==> config.mk <==
export PLATFORM = sky130hd
export DESIGN_NAME = cond_jump_seq_flat
export DESIGN_NICKNAME = d
export VERILOG_FILES = /design/src/rtl/cond_jump_seq_if.sv /design/src/rtl/cond_jump_seq.sv /design/src/flat_wrapper.sv
export SDC_FILE = /design/constraint.sdc
export NUM_CORES = 1
export LEC_CHECK = 0
export BUFFER_PORTS_ARGS = -buffer_cell sky130_fd_sc_hd__clkbuf_2
export CORE_AREA = 2 2 39 41
export CTS_CLUSTER_SIZE = 16
export DETAILED_ROUTE_END_ITERATION = 10
export DIE_AREA = 0 0 41 43
export PLACE_DENSITY = 0.67
export SYNTH_ARGS = -nofsm -noshare
export SYNTH_HDL_FRONTEND = slang
export SYNTH_SLANG_ARGS = --single-unit
==> constraint.sdc <==
create_clock -name pulses -period 1.3 [get_ports pulses]
set_input_delay 0.065 -clock pulses [delete_from_list [all_inputs] [get_ports pulses]]
set_output_delay 0.065 -clock pulses [all_outputs]
set_load 0.005 [all_outputs]
==> src/rtl/cond_jump_seq_if.sv <==
// Instruction/flag inputs and sequencer strobes of cond_jump_seq, bundled as one port.
// No backpressure: the master watches busy and the slave drops instructions while busy.
interface cond_jump_seq_if #(
    parameter int OPW   = 4,
    parameter int NCOND = 4
);
    logic [OPW-1:0]   instruct;
    logic             instr_valid;
    logic [NCOND-1:0] flags;
    logic             enabling;
    logic             enabling_sta;
    logic             openpulse;
    logic             busy;
    logic             done;

    modport master (
        output instruct, instr_valid, flags,
        input  enabling, enabling_sta, openpulse, busy, done
    );

    modport slave (
        input  instruct, instr_valid, flags,
        output enabling, enabling_sta, openpulse, busy, done
    );
endinterface

==> src/rtl/cond_jump_seq.sv <==
// Conditional-jump sequencer: done comes T_SETUP+T_OPEN+3 cycles after accept; busy drops instructions.
// COND_JUMP_POLARITY_EN makes instruct[OPW-2] a polarity bit (1 = jump-if-set).
module cond_jump_seq #(
    parameter int OPW     = 4,
    parameter int NCOND   = 4,
    parameter int T_SETUP = 8,
    parameter int T_OPEN  = 4
) (
    input  logic           pulses,
    input  logic           rst_n,
    cond_jump_seq_if.slave bus
);
`ifdef COND_JUMP_POLARITY_EN
    localparam int IW = OPW - 2;
`else
    localparam int IW = OPW - 1;
`endif
    localparam int TMAX = (T_SETUP > T_OPEN) ? T_SETUP : T_OPEN;
    localparam int CW   = $clog2(TMAX + 1);
    localparam logic [CW-1:0] SETUP_LAST = CW'(T_SETUP - 1);
    localparam logic [CW-1:0] OPEN_LAST  = CW'(T_OPEN - 1);

    typedef enum logic [2:0] {IDLE, SETUP, OPEN, GAP, LATCH, DONE} state_t;

    state_t         state, state_nxt;
    logic [CW-1:0]  cnt, cnt_nxt;
    logic [IW-1:0]  idx;
    logic           idx_ok;
    logic           sel_flag;
    logic           taken_in;
    logic           taken;
    logic           accept;
    logic           enabling_q;
    logic           enabling_sta_q;

    assign idx = bus.instruct[IW-1:0];

    // Out-of-range indices simply never match, which doubles as the range check.
    always_comb begin
        idx_ok   = 1'b0;
        sel_flag = 1'b0;
        for (int i = 0; i < NCOND; i++) begin
            if (idx == IW'(i)) begin
                idx_ok   = 1'b1;
                sel_flag = bus.flags[i];
            end
        end
    end

`ifdef COND_JUMP_POLARITY_EN
    assign taken_in = bus.instruct[OPW-2] ? sel_flag : !sel_flag;
`else
    assign taken_in = !sel_flag;
`endif

    assign accept = bus.instr_valid && (state == IDLE) && !bus.instruct[OPW-1] && idx_ok;

    always_comb begin
        state_nxt = state;
        cnt_nxt   = '0;
        case (state)
            IDLE:  if (accept) state_nxt = SETUP;
            SETUP: begin
                if (cnt == SETUP_LAST) state_nxt = OPEN;
                else                   cnt_nxt   = cnt + CW'(1);
            end
            OPEN: begin
                if (cnt == OPEN_LAST) state_nxt = GAP;
                else                  cnt_nxt   = cnt + CW'(1);
            end
            GAP:     state_nxt = LATCH;
            LATCH:   state_nxt = DONE;
            DONE:    state_nxt = IDLE;
            default: state_nxt = IDLE;
        endcase
    end

    always_ff @(posedge pulses or negedge rst_n) begin
        if (!rst_n) begin
            state <= IDLE;
            cnt   <= '0;
        end else begin
            state <= state_nxt;
            cnt   <= cnt_nxt;
        end
    end

    // Jump decision is frozen at accept so later flag changes cannot disturb it.
    always_ff @(posedge pulses or negedge rst_n) begin
        if (!rst_n) begin
            taken          <= 1'b0;
            enabling_q     <= 1'b0;
            enabling_sta_q <= 1'b0;
        end else if (accept) begin
            taken          <= taken_in;
            enabling_q     <= 1'b0;
            enabling_sta_q <= 1'b0;
        end else if (state == GAP) begin
            enabling_q     <= 1'b1;
            enabling_sta_q <= taken;
        end
    end

    assign bus.busy         = (state != IDLE);
    assign bus.done         = (state == DONE);
    assign bus.openpulse    = (state == OPEN) && taken;
    assign bus.enabling     = enabling_q;
    assign bus.enabling_sta = enabling_sta_q;
endmodule

==> src/flat_wrapper.sv <==
// flat-port wrapper written by rule: the top's interface ports become plain ports
module cond_jump_seq_flat 
#(
    parameter int OPW     = 4,
    parameter int NCOND   = 4,
    parameter int T_SETUP = 8,
    parameter int T_OPEN  = 4
)
  (pulses, rst_n, bus_instruct, bus_instr_valid, bus_flags, bus_enabling, bus_enabling_sta, bus_openpulse, bus_busy, bus_done);
  cond_jump_seq_if #(.OPW(OPW), .NCOND(NCOND)) bus_i ();
  input  logic pulses;
  input  logic rst_n;
  input wire logic [$bits(bus_i.instruct)-1:0] bus_instruct;
  input wire logic [$bits(bus_i.instr_valid)-1:0] bus_instr_valid;
  input wire logic [$bits(bus_i.flags)-1:0] bus_flags;
  output wire logic [$bits(bus_i.enabling)-1:0] bus_enabling;
  output wire logic [$bits(bus_i.enabling_sta)-1:0] bus_enabling_sta;
  output wire logic [$bits(bus_i.openpulse)-1:0] bus_openpulse;
  output wire logic [$bits(bus_i.busy)-1:0] bus_busy;
  output wire logic [$bits(bus_i.done)-1:0] bus_done;
  assign bus_i.instruct = bus_instruct;
  assign bus_i.instr_valid = bus_instr_valid;
  assign bus_i.flags = bus_flags;
  assign bus_enabling = bus_i.enabling;
  assign bus_enabling_sta = bus_i.enabling_sta;
  assign bus_openpulse = bus_i.openpulse;
  assign bus_busy = bus_i.busy;
  assign bus_done = bus_i.done;
  cond_jump_seq #(.OPW(OPW), .NCOND(NCOND), .T_SETUP(T_SETUP), .T_OPEN(T_OPEN)) u_core (.pulses(pulses), .rst_n(rst_n), .bus(bus_i));
endmodule
==> metrics.txt, run 1 <==
routed via count divided by cell count=5.11; CP Capture Type=output pin; placeable core region=between 1000 and 1500 µm²; I/O Pins=16; cell area after layout=between 700 and 800 µm²; Slew Limit Headroom=between 70% and 80%; CTS Buf Count=3; transition time at the pin with the least slew margin=0.329 ns; Max clock buf depth=2; signed area change from the synthesized netlist to the final layout=31.8%; Inst Count DP=86; worst-path fanout max=6; count of endpoints failing hold in the final timing report=0; syn_area_per_cell=10.4 µm²; fraction of registers with async set or reset after synthesis=100%; highest ir drop seen on vdd=slightly below 0.6 mV; global-route total usage across every layer=around 15%; Pwr Total=1300 µW; count of distinct cell types in the synthesized netlist=30; unrepaired setup endpoints after global routing=yes; layout cell share with drive strength beyond 1=approximately 47%; overall die height=roughly 43 µm; Req. time, crit path=1.24 ns; detailed-route wire length per cell=12.4 µm; diodes inserted=0; Die Area=1760 µm²; GP Congestion=0.717; source-to-sink clock delay at the later pin of the worst-skew pair=0.26 ns; Starting Density=40.7%; Post-DP HPWL=828 µm; final-report setup violation count=0; launching element type of the critical path=flip-flop; Critical Path AT=1.21 ns; highest achievable clock rate=between 700 and 800 MHz; synthesized flop and latch total=10; fin. max-slew vios=0; end-of-flow core utilization=53.6%; detailed-route via count=470; max-capacitance violation count=0; part of the Yosys area used for sequential elements=approximately 44%; part of the power in the clock network=between 20% and 30%; # DRC=0; initial antenna violation count=0; Mapped Cells=54; number of routed nets with antenna violations=0; Setup CP Type=flip-flop to output pin; leakage component of the power=0.000352 µW; Chip Width=41 µm; Total Neg Setup Slack=0 ns; Clk pin slew, worst setup/hold paths=0.07 ns; TritonCTS clock tree=done; most instantiated flip-flop cell in the synthesis netlist=sky130_fd_sc_hd__dfrtp_1; Synth Cell Area=563 µm²; shortest clock period the worst path allows after layout=around 1.3 ns; DRC violation total after the first TritonRoute iteration=6; status=complete, no violations; cell types occupying the most area after synthesis=sky130_fd_sc_hd__dfrtp_1 (44%), sky130_fd_sc_hd__mux4_2 (4.0%), sky130_fd_sc_hd__and2b_2 (3.1%), sky130_fd_sc_hd__xnor2_1 (3.1%), sky130_fd_sc_hd__nor3_1 (2.7%); Period Utilization, post-route=98.3%; CTS root buffer=sky130_fd_sc_hd__clkbuf_4; global-route wire length before repair=1740 µm; switching power total=448 µW; Worst Hold Class=primary input to flip-flop; PortBufs=15; cell area reported after detailed placement=668 µm²; fill cell total of the finished layout=126; number of synthesized flops with an enable pin=0; combinational power share=around two fifths; number of rows created at floorplan=14; Sequential Power Share=39.6%; internal power component=848 µW; power per cell area=about 1700 nW/µm²; cell type contributing the most total cell area after synthesis=sky130_fd_sc_hd__dfrtp_1; Net Sw Frac=around 35%; number of nets in the synthesized netlist=66; number of nets at the end of the flow=89; Finished Layout Cells=92; largest net degree at the start of global routing=11; worst clock skew=0.00153 ns; CTS Sinks=10; total gr overflow=0; vias in the first global route=398; fraction of post-synthesis cell area in the top cell type by area=44.4%; number of detailed-route iterations in the first pass=4; Yosys warning total=0; final wirelength=1140 µm; H-tree depth=1
[path summary, 6_finish.rpt]
check	start	endpoint	slack, ns	cells after the start
setup / recovery	u_core.state[1]	bus_done	0.02	3
max in group asynchronous	rst_n	u_core.state[0]	0.89	2
setup reg to reg	u_core.cnt[0]	u_core.cnt[2]	0.06	4
hold / removal	bus_instruct[3]	u_core.taken	0.16	3
min in group asynchronous	rst_n	u_core.bus.enabling	0.20	2
hold reg to reg	u_core.cnt[0]	u_core.cnt[0]	0.47	1
[timing repair]
action                                  CTS  global route
setup buffers                             0             1
endpoints found under the setup margin    2             5
endpoints found under the hold margin    10             0
resized for setup                         1             4
hold buffers                              1             0
[final cells by class]
cell class	count	area (µm²)	share of cell area, %
clock buffer	4	36.3	4.89
inverter	2	7.51	1.01
multi-input combinational	40	312	42.0
sequential	10	251	33.9
tap	16	20.0	2.70
timing repair buffer	20	115	15.5
[flip-flops by register name (all words and copies together), names as in the netlist]
| register | cells |
|---|---|
| u_core.bus.enabling | 1 |
| u_core.bus.enabling_sta | 1 |
| u_core.cnt | 4 |
| u_core.state | 3 |
| u_core.taken | 1 |
[power by group through the flow]
stage / Sequential [µW] / Clock (µW) / Combinational (µW)
3_5_place_dp: 508 / 0 / 443
4_1_cts: 508 / 285 / 452
5_1_grt: 531 / 300 / 552
6_report: 513 / 281 / 502
3_3_place_gp: 507 / 0 / 437
2_1_floorplan: 485 / 0 / 324
[critical path, cell delays in order (launching register included)]
cell and delay (ns):
sky130_fd_sc_hd__dfrtp_1 0.42, sky130_fd_sc_hd__and2b_2 0.27, sky130_fd_sc_hd__and2_4 0.16, sky130_fd_sc_hd__clkbuf_2 0.10
[layout by cell type, fill, tap and decap left out, types with 2 or more instances in the layout]
master and count:
sky130_fd_sc_hd__nor3_1 2, sky130_fd_sc_hd__xnor2_1 2, sky130_fd_sc_hd__clkbuf_2 15, sky130_fd_sc_hd__nand3b_1 2, sky130_fd_sc_hd__buf_4 4, sky130_fd_sc_hd__inv_1 2
sky130_fd_sc_hd__dfrtp_1 9, sky130_fd_sc_hd__o21ai_0 3, sky130_fd_sc_hd__nor3b_2 2, sky130_fd_sc_hd__and2b_2 2, sky130_fd_sc_hd__clkbuf_4 3, sky130_fd_sc_hd__and3_2 2
sky130_fd_sc_hd__a21boi_0 2, sky130_fd_sc_hd__nand2b_1 2, sky130_fd_sc_hd__nor2_1 4
[metal layers]
metal,up-vias,global-route usage (%),share of wire [%]
met5,-,0,0
met4,0,6.00,2.1
met3,4,3.14,2.6
met2,5,20.0,48
met1,221,22.0,48
li1,240,-,-
[cell families after synthesis]
logic type               after synthesis  share of synthesized area (%)
buffers and inverters                  4                           3.56
XOR/XNOR                               2                           3.11
AND/OR/NAND/NOR                       24                           27.1
flip-flops                            10                           44.4
multiplexers                           1                           4.00
AO/OA/AOI/OAI                         12                           15.6
adder cells (fa/ha/maj)                1                           2.22
[synthesized netlist by cell type (all sizes together), types with 2 or more instances]
cell type  instances
xnor2              2
nor3               3
buf                2
o21ai              3
and2b              2
dfrtp             10
nor2               4
nor3b              3
a21boi             2
inv                2
nand2b             2
nand3b             2
and3               2
[per-stage QoR]
step	hold slack (ns)	setup slack (ns)
after detailed placement	-0.0551	-0.0285
after CTS	0.168	0.000411
final	0.164	0.0215
after floorplan	-0.231	0.0959
after global placement	-0.0515	0.0462
after global routing	0.190	-0.0431
(Power assumes the default switching activity.)
==> run 2: changes to the inputs <==
--- a/config.mk
+++ b/config.mk
@@ -11,6 +11,7 @@
 export DETAILED_ROUTE_END_ITERATION = 10
 export DIE_AREA = 0 0 41 43
 export PLACE_DENSITY = 0.67
+export RECOVER_POWER = 50
 export SYNTH_ARGS = -nofsm -noshare
 export SYNTH_HDL_FRONTEND = slang
 export SYNTH_SLANG_ARGS = --single-unit
==> constraint.sdc (replaced) <==
create_clock -name pulses -period 1.5 [get_ports pulses]
set_input_delay 0.075 -clock pulses [delete_from_list [all_inputs] [get_ports pulses]]
set_output_delay 0.075 -clock pulses [all_outputs]
set_load 0.005 [all_outputs]
==> metrics.txt, run 2 (same netlist as run 1, synthesis figures left out) <==
status=complete, no violations; unrepaired setup endpoints after global routing=no; most utilized layer in the global route result=met1; Reg2Reg Launch Point=u_core.cnt[0]; Inst Count DP=83; Post-DP HPWL=roughly 800 µm; layout cell share with drive strength beyond 1=36.1%; max-capacitance violation count=0; number of rows created at floorplan=14; count of endpoints failing hold in the final timing report=0; delay contributed by the slowest stage of the critical path=0.37 ns; vias in the first global route=just over 400; worst setup path endpoint=u_core.cnt[3]; detailed-route via count=465; Req. time, crit path=between 1.5 and 2 ns; signed area change from the synthesized netlist to the final layout=22.7%; CTS root buffer=sky130_fd_sc_hd__clkbuf_4; PortBufs=15; number of detailed-route iterations in the first pass=4; source-to-sink clock delay at the later pin of the worst-skew pair=0.27 ns; highest ir drop seen on vdd=0.610 mV; Max clock buf depth=2; CP max stage cell=sky130_fd_sc_hd__dfrtp_1; Setup CP Type=flip-flop to flip-flop; met3 track demand over resource in global routing=6.28%; Clk pin slew, worst setup/hold paths=0.07 ns; initial antenna violation count=0; fill cell total of the finished layout=~140; highest achievable clock rate=around 730 MHz; diodes inserted=0; I/O Pins=16; commonest cells after routing, fill and taps aside=sky130_fd_sc_hd__clkbuf_2 (13), sky130_fd_sc_hd__dfrtp_1 (9), sky130_fd_sc_hd__nor2_1 (4); global-route total usage across every layer=16.0%; number of nets at the end of the flow=85; met1 Resource Use GR=a little over a fifth; Die Area=1760 µm²; routed via count divided by cell count=5.28; commonest non-fill, non-tap cell in the layout=sky130_fd_sc_hd__clkbuf_2; DRC violation total after the first TritonRoute iteration=13; area taken by flip-flops and latches=roughly 250 µm²; shortest clock period the worst path allows after layout=1.37 ns; largest register by flop count=u_core.cnt; number of logic stages on the critical path including buffering=4; launching element type of the critical path=flip-flop; worst clock skew=0.00208 ns; final-report setup violation count=0; worst-path fanout max=5; ordered cell list for the critical path=ha_1 -> nor3b_1 -> a2bb2oi_1 -> nor3_1; CTS Buf Count=3; transition time at the pin with the least slew margin=around 0.55 ns; largest delay contributor family on the critical path=flip-flops; Total Neg Setup Slack=0 ns; number of routed nets with antenna violations=0; number of setup buffers added after CTS=0; Starting Density=40.7%; setup slack on the worst flop-to-flop path=0.13 ns; global-route wire length before repair=roughly 1800 µm; fin. max-slew vios=0; flip-flop count of the largest register after layout=4; Critical path origin=u_core.cnt[0]; worst reg-to-reg path cell count=4; Finished Layout Cells=88; r2r endpoint=u_core.cnt[3]; leakage component of the power=0.000316 µW; final wirelength=around 1100 µm; Chip Width=a little over 40 µm; Worst Hold Class=primary input to flip-flop; count of buffering cells on the critical path with inverters included=0; total gr overflow=0; CP Capture Type=flip-flop; detailed-route wire length per cell=12.2 µm; largest net degree at the start of global routing=13; # DRC=0; Multi-input gate area=293 µm²; Slew Limit Headroom=63.5%; placeable core region=1380 µm²; power per cell area=1510 nW/µm²; Critical Path AT=1.51 ns; CTS Sinks=10; Period Utilization, post-route=between 90% and 100%; largest registers=u_core.cnt: 4 flops, u_core.state: 3 flops; H-tree depth=1; GP Congestion=around 0.7; overall die height=43 µm; TritonCTS clock tree=done; GR Util met2=19.4%
[run 2: through the flow]
step / total power (µW) / setup slack, ns / cell area, µm² / hold slack (ns) / utilization [%]
floorplan: 701 / 0.296 / 563 / -0.221 / -
global placement: 795 / 0.206 / 646 / -0.0430 / 46.7
detailed placement: 805 / 0.140 / 646 / -0.0418 / 46.7
CTS: 1060 / 0.0802 / 692 / 0.134 / 50.0
global route: 1140 / 0.0281 / 691 / 0.152 / 49.9
finish: 1050 / 0.132 / 691 / 0.139 / 49.9
[run 2: cell type report]
cell class | instances | share of cell area [%]
clock buffers | 4 | 5.25
flip-flops and latches | 10 | 36.4
multi-input cells | 40 | 42.4
well taps | 16 | 2.90
repair buffers | 16 | 12.0
inverters | 2 | 1.09
[run 2: worst min-delay path by stage]
stage	slack [ns]	to	depth (start not counted)	startpoint
final	0.14	u_core.taken	3	bus_instruct[3]
after global routing	0.15	u_core.taken	3	bus_instruct[3]
after CTS	0.13	u_core.taken	3	bus_instruct[3]
after detailed placement	-0.04	u_core.cnt[0]	1	rst_n
after global placement	-0.04	u_core.cnt[2]	1	rst_n
after floorplan	-0.22	u_core.bus.enabling	0	rst_n
[run 2: power by group]
group	internal (µW)	total, µW	leakage (µW)	switching [µW]
clock	148	248	0.0000210	100
sequential	354	445	0.000129	91.5
combinational	185	353	0.000166	168
total	686	1050	0.000316	360
[run 2: worst register-to-register path: stages (launching register included)]
cell	delay (ns)
sky130_fd_sc_hd__dfrtp_1	0.37
sky130_fd_sc_hd__ha_1	0.25
sky130_fd_sc_hd__nor3b_1	0.27
sky130_fd_sc_hd__a2bb2oi_1	0.27
sky130_fd_sc_hd__nor3_1	0.09
[run 2: repair_timing]
action                                  in CTS  in global routing
gates resized for setup                      0                  1
hold buffers                                 1                  0
endpoints found under the setup margin       0                  1
endpoints found under the hold margin       10                  0
[run 2: routing by layer]
layer  vias up  share of wire (%)
li1        234                  -
met1       223                 46
met2         4                 49
met3         4                2.5
met4         0                2.4
met5         -                  0
